[src/rtl/riscv_dbg_pkg.sv]
// Shared types for the run-control / debug-access unit: host opcodes,
// controller states and the default data width.
package riscv_dbg_pkg;

   localparam int DBG_XLEN = 32;

   typedef enum logic [2:0] {
      OP_NOP    = 3'd0,
      OP_HALT   = 3'd1,
      OP_RESUME = 3'd2,
      OP_STEP   = 3'd3,
      OP_RDREG  = 3'd4,
      OP_RDINS  = 3'd5,
      OP_SETBP  = 3'd6,
      OP_CLRBP  = 3'd7
   } dbg_op_e;

   typedef enum logic [2:0] {
      ST_RUN    = 3'd0,
      ST_HALTED = 3'd1,
      ST_STEP   = 3'd2,
      ST_RDREG  = 3'd3,
      ST_RESP   = 3'd4
   } dbg_state_e;

endpackage

[src/rtl/riscv_debug_unit_if.sv]
// Host-side command/response handshake of the debug unit. The host drives
// the master modport, the debug unit sits on the slave modport.
interface riscv_debug_unit_if import riscv_dbg_pkg::*; #(
   parameter int XLEN = DBG_XLEN,
   parameter int RA_W = 5
);

   logic            cmd_valid;
   logic            cmd_ready;
   dbg_op_e         cmd_op;
   logic [RA_W-1:0] cmd_idx;
   logic [XLEN-1:0] cmd_arg;
   logic            rsp_valid;
   logic            rsp_ready;
   logic [XLEN-1:0] rsp_data;
   logic            rsp_err;

   modport master (
      output cmd_valid, cmd_op, cmd_idx, cmd_arg, rsp_ready,
      input  cmd_ready, rsp_valid, rsp_data, rsp_err
   );

   modport slave (
      input  cmd_valid, cmd_op, cmd_idx, cmd_arg, rsp_ready,
      output cmd_ready, rsp_valid, rsp_data, rsp_err
   );

endinterface

[src/rtl/riscv_dbg_bp_match.sv]
// PC breakpoint slots: address/enable registers loaded by set/clear strobes
// and a combinational per-slot match vector against the decode PC.
module riscv_dbg_bp_match #(
   parameter int NUM_BP = 2,
   parameter int XLEN   = 32,
   parameter int IDX_W  = 5
) (
   input  logic              clk,
   input  logic              rst_n,
   input  logic              set_stb,
   input  logic              clr_stb,
   input  logic [IDX_W-1:0]  idx,
   input  logic [XLEN-1:0]   addr,
   input  logic [XLEN-1:0]   core_pc,
   input  logic              step_mask,
   output logic [NUM_BP-1:0] match
);

   // Word-aligned compare: the two byte-offset bits never take part.
   localparam logic [XLEN-1:0] CMP_MASK = ~XLEN'(3);

   logic [XLEN-1:0]   bp_addr_q [NUM_BP];
   logic [XLEN-1:0]   bp_addr_d [NUM_BP];
   logic [NUM_BP-1:0] bp_en_q;
   logic [NUM_BP-1:0] bp_en_d;

   always_comb begin
      bp_addr_d = bp_addr_q;
      bp_en_d   = bp_en_q;
      for (int i = 0; i < NUM_BP; i++) begin
         if (idx == IDX_W'(i)) begin
            if (set_stb) begin
               bp_addr_d[i] = addr;
               bp_en_d[i]   = 1'b1;
            end else if (clr_stb) begin
               bp_en_d[i]   = 1'b0;
            end
         end
      end
   end

   always_ff @(posedge clk or negedge rst_n) begin
      if (!rst_n) begin
         for (int i = 0; i < NUM_BP; i++) bp_addr_q[i] <= '0;
         bp_en_q <= '0;
      end else begin
         bp_addr_q <= bp_addr_d;
         bp_en_q   <= bp_en_d;
      end
   end

   always_comb begin
      match = '0;
      for (int i = 0; i < NUM_BP; i++) begin
         match[i] = bp_en_q[i] & ~step_mask &
                    (((bp_addr_q[i] ^ core_pc) & CMP_MASK) == '0);
      end
   end

endmodule

[src/rtl/riscv_debug_unit.sv]
// Run-control and debug-access unit between the core wrapper and a debug
// host: halt/resume/step, register and instruction read, PC breakpoints.
//
// state  | meaning
// RUN    | core free-running, breakpoints armed
// HALTED | core held, waiting for a host command
// STEP   | hold dropped for one cycle to advance one instruction
// RDREG  | regfile rs1 address overridden, read data captured at cycle end
// RESP   | response pending; ret_halt_q selects HALTED or RUN afterwards
module riscv_debug_unit import riscv_dbg_pkg::*; #(
   parameter int NUM_BP = 2,
   parameter int XLEN   = DBG_XLEN,
   parameter int RA_W   = 5
) (
   input  logic              clk,
   input  logic              Rst,
   riscv_debug_unit_if.slave dbg_if,
   input  logic [XLEN-1:0]   core_pc,
   input  logic [XLEN-1:0]   core_ins,
   output logic              core_hold,
   output logic              reg_sel,
   output logic [RA_W-1:0]   reg_addr,
   input  logic [XLEN-1:0]   reg_data,
   output logic              halted,
   output logic [NUM_BP-1:0] bp_hit
);

   dbg_state_e        state_q, state_d;
   logic              ret_halt_q, ret_halt_d;
   logic              cmd_ready_q, cmd_ready_d;
   logic              rsp_valid_q, rsp_valid_d;
   logic [XLEN-1:0]   rsp_data_q, rsp_data_d;
   logic              rsp_err_q, rsp_err_d;
   logic              core_hold_q, core_hold_d;
   logic              halted_q, halted_d;
   logic              reg_sel_q, reg_sel_d;
   logic [RA_W-1:0]   reg_addr_q, reg_addr_d;
   logic [NUM_BP-1:0] bp_hit_q, bp_hit_d;

   logic              accept, idx_ok, in_halt, bp_set, bp_clr, step_mask, bp_any, hold_st;
   logic [NUM_BP-1:0] bp_match, run_match;

   assign step_mask = (state_q == ST_STEP);
   assign accept    = dbg_if.cmd_valid & cmd_ready_q;
   assign idx_ok    = int'(dbg_if.cmd_idx) < NUM_BP;
   assign in_halt   = (state_q == ST_HALTED);
   // Breakpoints only halt a free-running core, never one that is in RESP.
   assign run_match = (state_q == ST_RUN) ? bp_match : '0;
   assign bp_any    = |run_match;

   riscv_dbg_bp_match #(
      .NUM_BP (NUM_BP),
      .XLEN   (XLEN),
      .IDX_W  (RA_W)
   ) u_bp (
      .clk       (clk),
      .rst_n     (Rst),
      .set_stb   (bp_set),
      .clr_stb   (bp_clr),
      .idx       (dbg_if.cmd_idx),
      .addr      (dbg_if.cmd_arg),
      .core_pc   (core_pc),
      .step_mask (step_mask),
      .match     (bp_match)
   );

   always_comb begin
      state_d     = state_q;
      ret_halt_d  = ret_halt_q;
      rsp_valid_d = rsp_valid_q;
      rsp_data_d  = rsp_data_q;
      rsp_err_d   = rsp_err_q;
      reg_addr_d  = reg_addr_q;
      bp_hit_d    = bp_hit_q;
      bp_set      = 1'b0;
      bp_clr      = 1'b0;

      unique case (state_q)
         ST_RUN, ST_HALTED: begin
            if (accept) begin
               state_d     = ST_RESP;
               rsp_valid_d = 1'b1;
               rsp_err_d   = 1'b0;
               rsp_data_d  = '0;
               ret_halt_d  = in_halt | bp_any;
               if (bp_any) bp_hit_d = run_match;
               unique case (dbg_if.cmd_op)
                  OP_HALT: begin
                     ret_halt_d = 1'b1;
                     rsp_data_d = core_pc;
                  end
                  OP_RESUME: begin
                     if (in_halt) begin
                        ret_halt_d = 1'b0;
                        bp_hit_d   = '0;
                     end
                  end
                  OP_STEP: begin
                     if (in_halt) begin
                        state_d     = ST_STEP;
                        rsp_valid_d = 1'b0;
                     end else begin
                        rsp_err_d = 1'b1;
                     end
                  end
                  OP_RDREG: begin
                     if (in_halt) begin
                        state_d     = ST_RDREG;
                        rsp_valid_d = 1'b0;
                        reg_addr_d  = dbg_if.cmd_idx;
                     end else begin
                        rsp_err_d = 1'b1;
                     end
                  end
                  OP_RDINS: rsp_data_d = core_ins;
                  OP_SETBP: begin
                     bp_set    = idx_ok;
                     rsp_err_d = ~idx_ok;
                  end
                  OP_CLRBP: begin
                     bp_clr    = idx_ok;
                     rsp_err_d = ~idx_ok;
                  end
                  default: ;
               endcase
            end else if (bp_any) begin
               state_d  = ST_HALTED;
               bp_hit_d = run_match;
            end
         end
         ST_STEP, ST_RDREG: begin
            state_d     = ST_RESP;
            ret_halt_d  = 1'b1;
            rsp_valid_d = 1'b1;
            rsp_err_d   = 1'b0;
            rsp_data_d  = (state_q == ST_STEP) ? core_pc : reg_data;
         end
         ST_RESP: begin
            if (dbg_if.rsp_ready) begin
               rsp_valid_d = 1'b0;
               state_d     = ret_halt_q ? ST_HALTED : ST_RUN;
            end
         end
         default: state_d = ST_RUN;
      endcase

      hold_st     = (state_d == ST_HALTED) || (state_d == ST_RDREG) ||
                    ((state_d == ST_RESP) && ret_halt_d);
      core_hold_d = hold_st;
      halted_d    = hold_st || (state_d == ST_STEP);
      cmd_ready_d = (state_d == ST_RUN) || (state_d == ST_HALTED);
      reg_sel_d   = (state_d == ST_RDREG);
   end

   always_ff @(posedge clk or negedge Rst) begin
      if (!Rst) begin
         state_q     <= ST_RUN;
         ret_halt_q  <= 1'b0;
         cmd_ready_q <= 1'b1;
         rsp_valid_q <= 1'b0;
         rsp_data_q  <= '0;
         rsp_err_q   <= 1'b0;
         core_hold_q <= 1'b0;
         halted_q    <= 1'b0;
         reg_sel_q   <= 1'b0;
         reg_addr_q  <= '0;
         bp_hit_q    <= '0;
      end else begin
         state_q     <= state_d;
         ret_halt_q  <= ret_halt_d;
         cmd_ready_q <= cmd_ready_d;
         rsp_valid_q <= rsp_valid_d;
         rsp_data_q  <= rsp_data_d;
         rsp_err_q   <= rsp_err_d;
         core_hold_q <= core_hold_d;
         halted_q    <= halted_d;
         reg_sel_q   <= reg_sel_d;
         reg_addr_q  <= reg_addr_d;
         bp_hit_q    <= bp_hit_d;
      end
   end

   assign dbg_if.cmd_ready = cmd_ready_q;
   assign dbg_if.rsp_valid = rsp_valid_q;
   assign dbg_if.rsp_data  = rsp_data_q;
   assign dbg_if.rsp_err   = rsp_err_q;
   assign core_hold        = core_hold_q;
   assign halted           = halted_q;
   assign reg_sel          = reg_sel_q;
   assign reg_addr         = reg_addr_q;
   assign bp_hit           = bp_hit_q;

endmodule

[src/flat_wrapper.sv]
// flat-port wrapper written by rule: the top's interface ports become plain ports
module riscv_debug_unit_flat import riscv_dbg_pkg::*;
#(
   parameter int NUM_BP = 2,
   parameter int XLEN   = DBG_XLEN,
   parameter int RA_W   = 5
)
  (clk, Rst, core_pc, core_ins, core_hold, reg_sel, reg_addr, reg_data, halted, bp_hit, dbg_if_cmd_valid, dbg_if_cmd_op, dbg_if_cmd_idx, dbg_if_cmd_arg, dbg_if_rsp_ready, dbg_if_cmd_ready, dbg_if_rsp_valid, dbg_if_rsp_data, dbg_if_rsp_err);
  riscv_debug_unit_if #(.XLEN(XLEN), .RA_W(RA_W)) dbg_if_i ();
  input  logic clk;
  input  logic Rst;
  input  logic [XLEN-1:0] core_pc;
  input  logic [XLEN-1:0] core_ins;
  output logic core_hold;
  output logic reg_sel;
  output logic [RA_W-1:0] reg_addr;
  input  logic [XLEN-1:0] reg_data;
  output logic halted;
  output logic [NUM_BP-1:0] bp_hit;
  input wire logic [$bits(dbg_if_i.cmd_valid)-1:0] dbg_if_cmd_valid;
  input wire logic [$bits(dbg_if_i.cmd_op)-1:0] dbg_if_cmd_op;
  input wire logic [$bits(dbg_if_i.cmd_idx)-1:0] dbg_if_cmd_idx;
  input wire logic [$bits(dbg_if_i.cmd_arg)-1:0] dbg_if_cmd_arg;
  input wire logic [$bits(dbg_if_i.rsp_ready)-1:0] dbg_if_rsp_ready;
  output wire logic [$bits(dbg_if_i.cmd_ready)-1:0] dbg_if_cmd_ready;
  output wire logic [$bits(dbg_if_i.rsp_valid)-1:0] dbg_if_rsp_valid;
  output wire logic [$bits(dbg_if_i.rsp_data)-1:0] dbg_if_rsp_data;
  output wire logic [$bits(dbg_if_i.rsp_err)-1:0] dbg_if_rsp_err;
  assign dbg_if_i.cmd_valid = dbg_if_cmd_valid;
  assign dbg_if_i.cmd_op = dbg_if_cmd_op;
  assign dbg_if_i.cmd_idx = dbg_if_cmd_idx;
  assign dbg_if_i.cmd_arg = dbg_if_cmd_arg;
  assign dbg_if_i.rsp_ready = dbg_if_rsp_ready;
  assign dbg_if_cmd_ready = dbg_if_i.cmd_ready;
  assign dbg_if_rsp_valid = dbg_if_i.rsp_valid;
  assign dbg_if_rsp_data = dbg_if_i.rsp_data;
  assign dbg_if_rsp_err = dbg_if_i.rsp_err;
  riscv_debug_unit #(.NUM_BP(NUM_BP), .XLEN(XLEN), .RA_W(RA_W)) u_core (.clk(clk), .Rst(Rst), .dbg_if(dbg_if_i), .core_pc(core_pc), .core_ins(core_ins), .core_hold(core_hold), .reg_sel(reg_sel), .reg_addr(reg_addr), .reg_data(reg_data), .halted(halted), .bp_hit(bp_hit));
endmodule
[config.mk]
export PLATFORM = sky130hd
export DESIGN_NAME = riscv_debug_unit_flat
export DESIGN_NICKNAME = d
export VERILOG_FILES = /design/src/rtl/riscv_dbg_pkg.sv /design/src/rtl/riscv_debug_unit_if.sv /design/src/rtl/riscv_dbg_bp_match.sv /design/src/rtl/riscv_debug_unit.sv /design/src/flat_wrapper.sv
export SDC_FILE = /design/constraint.sdc
export NUM_CORES = 1
export LEC_CHECK = 0
export CAP_MARGIN = 20
export CORE_MARGIN = 2
export CORE_UTILIZATION = 46
export DETAILED_ROUTE_END_ITERATION = 10
export GPL_ROUTABILITY_DRIVEN = 0
export GPL_TIMING_DRIVEN = 0
export PLACE_DENSITY = 0.81
export REMOVE_ABC_BUFFERS = 1
export SLEW_MARGIN = 20
export SYNTH_ARGS = -nofsm -noshare
export SYNTH_HDL_FRONTEND = slang
export SYNTH_SLANG_ARGS = --single-unit
[constraint.sdc]
create_clock -name clk -period 2.7 [get_ports clk]
set_clock_uncertainty 0.05 [all_clocks]
set_input_delay 0.54 -clock clk [delete_from_list [all_inputs] [get_ports clk]]
set_output_delay 0.54 -clock clk [all_outputs]
set_load 0.01 [all_outputs]
# [After elaboration in Yosys (flattened, before gate mapping)]
# Index checks and enable logic that the tools add are counted.
[word_totals] ff_bits=115 wordCells=106 output_inout_bits=45 inputBits=140
[classes] bitwise=10 eq_ne=18 muxes=37 reduce_logical=25 magnitude_cmp=1
[ops] cell="32-bit one-hot mux with 2 select lines" n=2
[ops] cell="32-bit logical NOT" n=2
[ops] cell="32-bit 2-to-1 mux" n=2
[ops] cell="32-bit XOR" n=2
[ops] cell="3-bit by 2-bit equality test with 1-bit output, second input constant" n=6
[ops] cell="3-bit equality test, second input constant" n=6
[ops] cell="1-bit 2-to-1 mux" n=16
[ops] cell="3-bit 2-to-1 mux" n=5
[ops] cell="2-bit 2-to-1 mux" n=5
[ops] cell="2-bit AND reduction" n=5
[ops] cell="2-bit OR reduction" n=5
[ops] cell="3-bit by 1-bit equality test with 1-bit output, second input constant" n=3
[ops] cell="3-bit one-hot mux with 3 select lines" n=1
[ops] cell="1-bit one-hot mux with 2 select lines" n=4
[ops] cell="3-bit logical NOT" n=2
[ops] cell="3-bit one-hot mux with 2 select lines" n=1
[ops] cell="1-bit AND" n=5
[ops] cell="5-bit by 1-bit equality test with 1-bit output, second input constant" n=1
[ops] cell="5-bit logical NOT" n=1
[ops] cell="5-bit by 2-bit less-than comparator with 1-bit output, second input constant" n=1
[ops] cell="1-bit logical OR" n=4
[ops] cell="4-bit AND reduction" n=1
[ops] cell="2-bit nonzero test" n=2
[ops] cell="1-bit one-hot mux with 3 select lines" n=1
[ops] cell="other kinds (7)" n=8

# [Depth between registers and ports, before layout]
[logic_depth] ltp_word=14 mapped_depth=7 depth_no_buf=6

# [Cells and area by module]
# A second synthesis with hierarchy kept.
[unflattened] cells_unflattened=493 area_unflattened_um2=6392.4
[by_module_without_submodules] mod="riscv_debug_unit" area_each_um2=3275.6 cells_each=274 n_inst=1
[by_module_without_submodules] mod="riscv_dbg_bp_match" area_each_um2=3116.7 cells_each=219 n_inst=1

# [Worst setup path after synthesis]
# No wires, ideal clock.
[synth_path] kind="input-to-reg" startpoint="in dbg_if_cmd_idx[3]" endpoint="reg u_core.u_bp.bp_addr_q[34] in the netlist's numbering" t_arrival_ns=1.846 setup_time_ns=0.125 path_buffers=1 path_stages=5 slack_ns=0.679 path_cell_list="nor4_1 nand4_1 nor3_1 buf_2 mux2_2"
[synth_via] elab_chain_len=5 elab_cells_between_ends=6 classes_between="order compare (1); mux (3); reduce/logical (2)"
[synth_rtl] item="from (decl)" line_no="flat_wrapper.sv:22" text="input wire logic [$bits(dbg_if_i.cmd_idx)-1:0] dbg_if_cmd_idx;"
[synth_rtl] item="5-bit by 2-bit less-than comparator with 1-bit output" line_no="riscv_debug_unit.sv:45" text="assign idx_ok = int'(dbg_if.cmd_idx) < NUM_BP;"
[synth_rtl] item="1-bit 2-to-1 mux" line_no="riscv_debug_unit.sv:87" text="unique case (dbg_if.cmd_op)"
[synth_rtl] item="1-bit 2-to-1 mux" line_no="riscv_debug_unit.sv:80" text="if (accept) begin"
[synth_rtl] item="1-bit 2-to-1 mux" line_no="riscv_debug_unit.sv:78" text="unique case (state_q)"
[synth_rtl] item="2-bit AND reduction (no source line) (*)"
[synth_rtl] item="to (signal assigned)" line_no="riscv_dbg_bp_match.sv:47" text="bp_addr_q <= bp_addr_d;"
[synth_rtl] item="to (decl)" line_no="riscv_dbg_bp_match.sv:22" text="logic [XLEN-1:0] bp_addr_q [NUM_BP];"
# Every way passes the cells marked *; elsewhere a longest branch is shown, timed or not.
# A chain may end at the register's enable or synchronous reset.

# [Worst setup path after layout]
[layout_path] startpoint="in dbg_if_cmd_idx[3]" endpoint="reg u_core.u_bp.bp_addr_q[30] in the netlist's numbering"
# The elaborated chain is that of the path after synthesis.

==> key figures <==
Clock tree
  – Worst-Skew Late Latency: 0.35 ns
  – Clock Path Buffers: 2
  – Num CTS Buffers: 9
  – Root Driver: clkbuf_16
  – H-tree depth: 3
  – Clk sink count: 111
  – Clock-pin slew on the worst setup and hold paths: approximately 0.070 ns
  – CTS tree: yes

STA
  – Final period util: 95.32%
  – Fin. max-slew vios: 0
  – Final hold violations: 0
  – WHS: 0.07700 ns
  – Min Tclk post-route: roughly 2.6 ns
  – Relative slew slack: 43.48%
  – Sum Neg Setup Slack: 0 ns
  – Tightest Pin Transition: 0.8458 ns
  – Final Setup Violations: 0
  – RSZ-0062 raised after global routing: false
  – Peak Freq: 388.6 MHz

Logic synthesis
  – Mapped Cells: 462
  – Post-synth ARST share: 100.0%
  – Syn. warnings: 0
  – Synthesized area: 0.005361 mm^2
  – Syn Area/Cell: 11.60 um^2
  – Most common cell in the netlist: dfrtp_1
  – Ranking of synthesized cells by area: dfrtp_1, mux2_2, a222oi_1
  – Post-synth EDFFs: 0
  – Yosys cell types: 43
  – Seq/Total Area, Yosys: 51.83%
  – Most used DFF post-synth: dfrtp_1
  – Synth cell count leaders: dfrtp_1, mux2_2, nand2_1, o21ai_0, xor2_1
  – Area leader, netlist: dfrtp_1
  – Flops & latches, synth: 111
  – Post-synth top area share: 51.34%

Setup path
  – Critical path's top delay family: simple AND/OR/NAND/NOR gates
  – Slowest CP cell: nor4_1
  – Cell-by-cell trace of the critical path: clkdlybuf4s50_1, nor4_1, nand4_1, nor3_4, buf_8, buf_8, mux2_1
  – Arrival time at the worst endpoint: 2.76 ns
  – Cell mode on critical path: buf_8
  – WP buf/inv: 3
  – Crit. End Element: register
  – CP Launch Type: primary input
  – Worst setup path class: primary input to register
  – CP Data Required Time: 2.88 ns
  – Worst-path fanout max: 11
  – CP max stage delay: 0.56 ns

Global route
  – M1 GR Usage: 30.70%
  – Grt ovf: 0
  – Initial antenna violation count: 0
  – Met2 GRT Util: 42.14%
  – GRT Total Usage: 24.09%
  – Most Crowded Layer GR: met2
  – First-pass GRT wire length: 24,000 um
  – Met3 Track Usage GR: 4.899%
  – Largest net degree at the start of global routing: 60
  – Vias in the first global route: 4,748

Cells and area
  – Diode count: 0
  – Ratio of cells with drive above 1 in the final layout: between 10% and 20%
  – Number of nets in the layout: 780
  – Non-Filler Instances: roughly 790
  – Fin util: between 60% and 70%
  – Area grow syn2layout: 44.48%

Floorplan
  – Die Area: 0.01254 mm^2
  – Die X: around 110 um
  – Io pins: 185
  – Die Y: 112.0 um
  – Starting Density: 46.95%
  – Site row count: 39
  – Core Footprint: about 0.011 mm^2

Placement
  – DP HPWL: between 10,000 and 15,000 um
  – Port Buf Inserts: 182
  – Post-placement cell count: 767

Drt
  – Vias: 4,499
  – Drc violations: 0
  – 1st-pass router iterations: 8
  – Final ANT Viol Nets: 0
  – DR vias/cell: 5.709
  – DR WL/cell: 18.94 um
  – Drt initial violations: 434
  – Final wirelength: 14,930 um

Power
  – Pwr/cell area: 669.2 mW/mm^2
  – Internal power: 0.003585 W
  – Lkg Pwr: 3.369 nW
  – Share of power burned in registers: between 40% and 50%
  – Clock share of power: 24.4%
  – Peak VDD IR: approximately 0.44 mV
  – Logic pwr share: 32.7%
  – Sw Share: 30.85%
  – Switching power: 0.001599 W

Hold path
  – Class of the worst hold path: primary input to async pin

Flow run
  – Max-cap violations: 0

Run status
  – Run status: finished, final reports clean
-- cells by family (layout without fill, tap and decap cells) --
group,Yosys count,count (layout),synth area share (%)
DFF,111,111,51.83
and+or+nand+nor,100,100,9.475
AOI/OAI and AO/OA,90,90,12.21
muxes,68,68,14.24
xor gates and xnor gates,60,60,9.802
buffers and inverters,33,216,2.450
-- per-layer routing --
metal / part of all wire, % / routed length, um / up-vias
met5: 0 / 0 / -
met4: 1.3 / 197 / 0
met3: 6.9 / 1035 / 20
met2: 51 / 7616 / 187
met1: 41 / 6076 / 2220
li1: - / - / 2072
-- cells in the final DEF, fill, tap and decap left out, types with 2 or more instances in the layout --
cell type,instances
mux2_2,63
nor4_1,11
xor2_1,32
nor2b_1,5
o21ai_0,39
clkdlybuf4s50_1,181
buf_6,3
nand3_1,4
nand4_1,13
buf_8,3
clkbuf_16,9
nand2_1,40
clkinv_4,4
o221ai_1,3
nand2b_1,4
a22oi_1,3
nor2_1,10
mux2i_1,2
a21oi_1,5
mux2_1,3
buf_4,6
nor3_4,2
inv_1,5
a222oi_1,30
dfrtp_1,110
a31oi_1,2
xnor2_1,28
-- sequential cells by signal (all words and copies together) (netlist names) --
name / flops
u_core.bp_hit: 2
u_core.core_hold: 1
u_core.dbg_if.cmd_ready: 1
u_core.dbg_if.rsp_data: 32
u_core.dbg_if.rsp_err: 1
u_core.dbg_if.rsp_valid: 1
u_core.halted: 1
u_core.reg_addr: 5
u_core.reg_sel: 1
u_core.ret_halt_q: 1
u_core.state_q: 3
u_core.u_bp.bp_addr_q: 60
u_core.u_bp.bp_en_q: 2
-- what timing repair did --
item,in CTS,in global routing
hold buffers,0,0
resized for setup,1,0
buffers inserted,1,4
endpoints found under the setup margin,34,18
pin swaps,1,1
-- stage by stage --
stage | setup slack, ns | cell area (um^2) | total power, W
final | 0.1265 | 7746 | 0.005184
after global routing | 0.002761 | 7746 | 0.005464
after CTS | 0.01157 | 7716 | 0.005214
after detailed placement | -0.5840 | 7418 | 0.003945
after global placement | -3.149 | 7249 | 0.003828
after floorplan | -1.085 | 5249 | 0.002890
-- area by class of cell --
| cell class | instances | area (um^2) |
|---|---|---|
| multi-input combinational | 318 | 2502 |
| sequential | 111 | 2779 |
| timing repair buffer | 195 | 1983 |
| fill | 859 | 3672 |
| clock inverter | 7 | 58.81 |
| clock buffer | 9 | 225.2 |
| tap | 143 | 178.9 |
| inverter | 5 | 18.77 |
-- path summary, 6_finish.rpt --
check                                                  startpoint                                     end  slack, ns  cells after the start
max in group asynchronous                                     Rst   u_core.u_bp.bp_addr_q[22]$_DFFE_PN0P_       1.87                      2
hold / removal                                                Rst  u_core.dbg_if.rsp_data[16]$_DFFE_PN0P_       0.08                      1
min in group clk           u_core.dbg_if.rsp_data[26]$_DFFE_PN0P_  u_core.dbg_if.rsp_data[26]$_DFFE_PN0P_       0.43                      2
hold reg to reg            u_core.dbg_if.rsp_data[26]$_DFFE_PN0P_  u_core.dbg_if.rsp_data[26]$_DFFE_PN0P_       0.43                      2
setup / recovery                                dbg_if_cmd_idx[3]   u_core.u_bp.bp_addr_q[30]$_DFFE_PN0P_       0.13                      7
setup reg to reg                      u_core.state_q[1]$_DFF_PN0_   u_core.u_bp.bp_addr_q[30]$_DFFE_PN0P_       0.16                      7
-- power groups by stage --
stage	registers (W)	logic (W)	clock network (W)
2_1_floorplan	0.00235	0.000542	0
4_1_cts	0.00222	0.00170	0.00129
6_report	0.00222	0.00169	0.00127
5_1_grt	0.00226	0.00183	0.00137
3_5_place_dp	0.00225	0.00169	0
3_3_place_gp	0.00223	0.00160	0
Note: power is estimated with default switching activity, not from simulation.
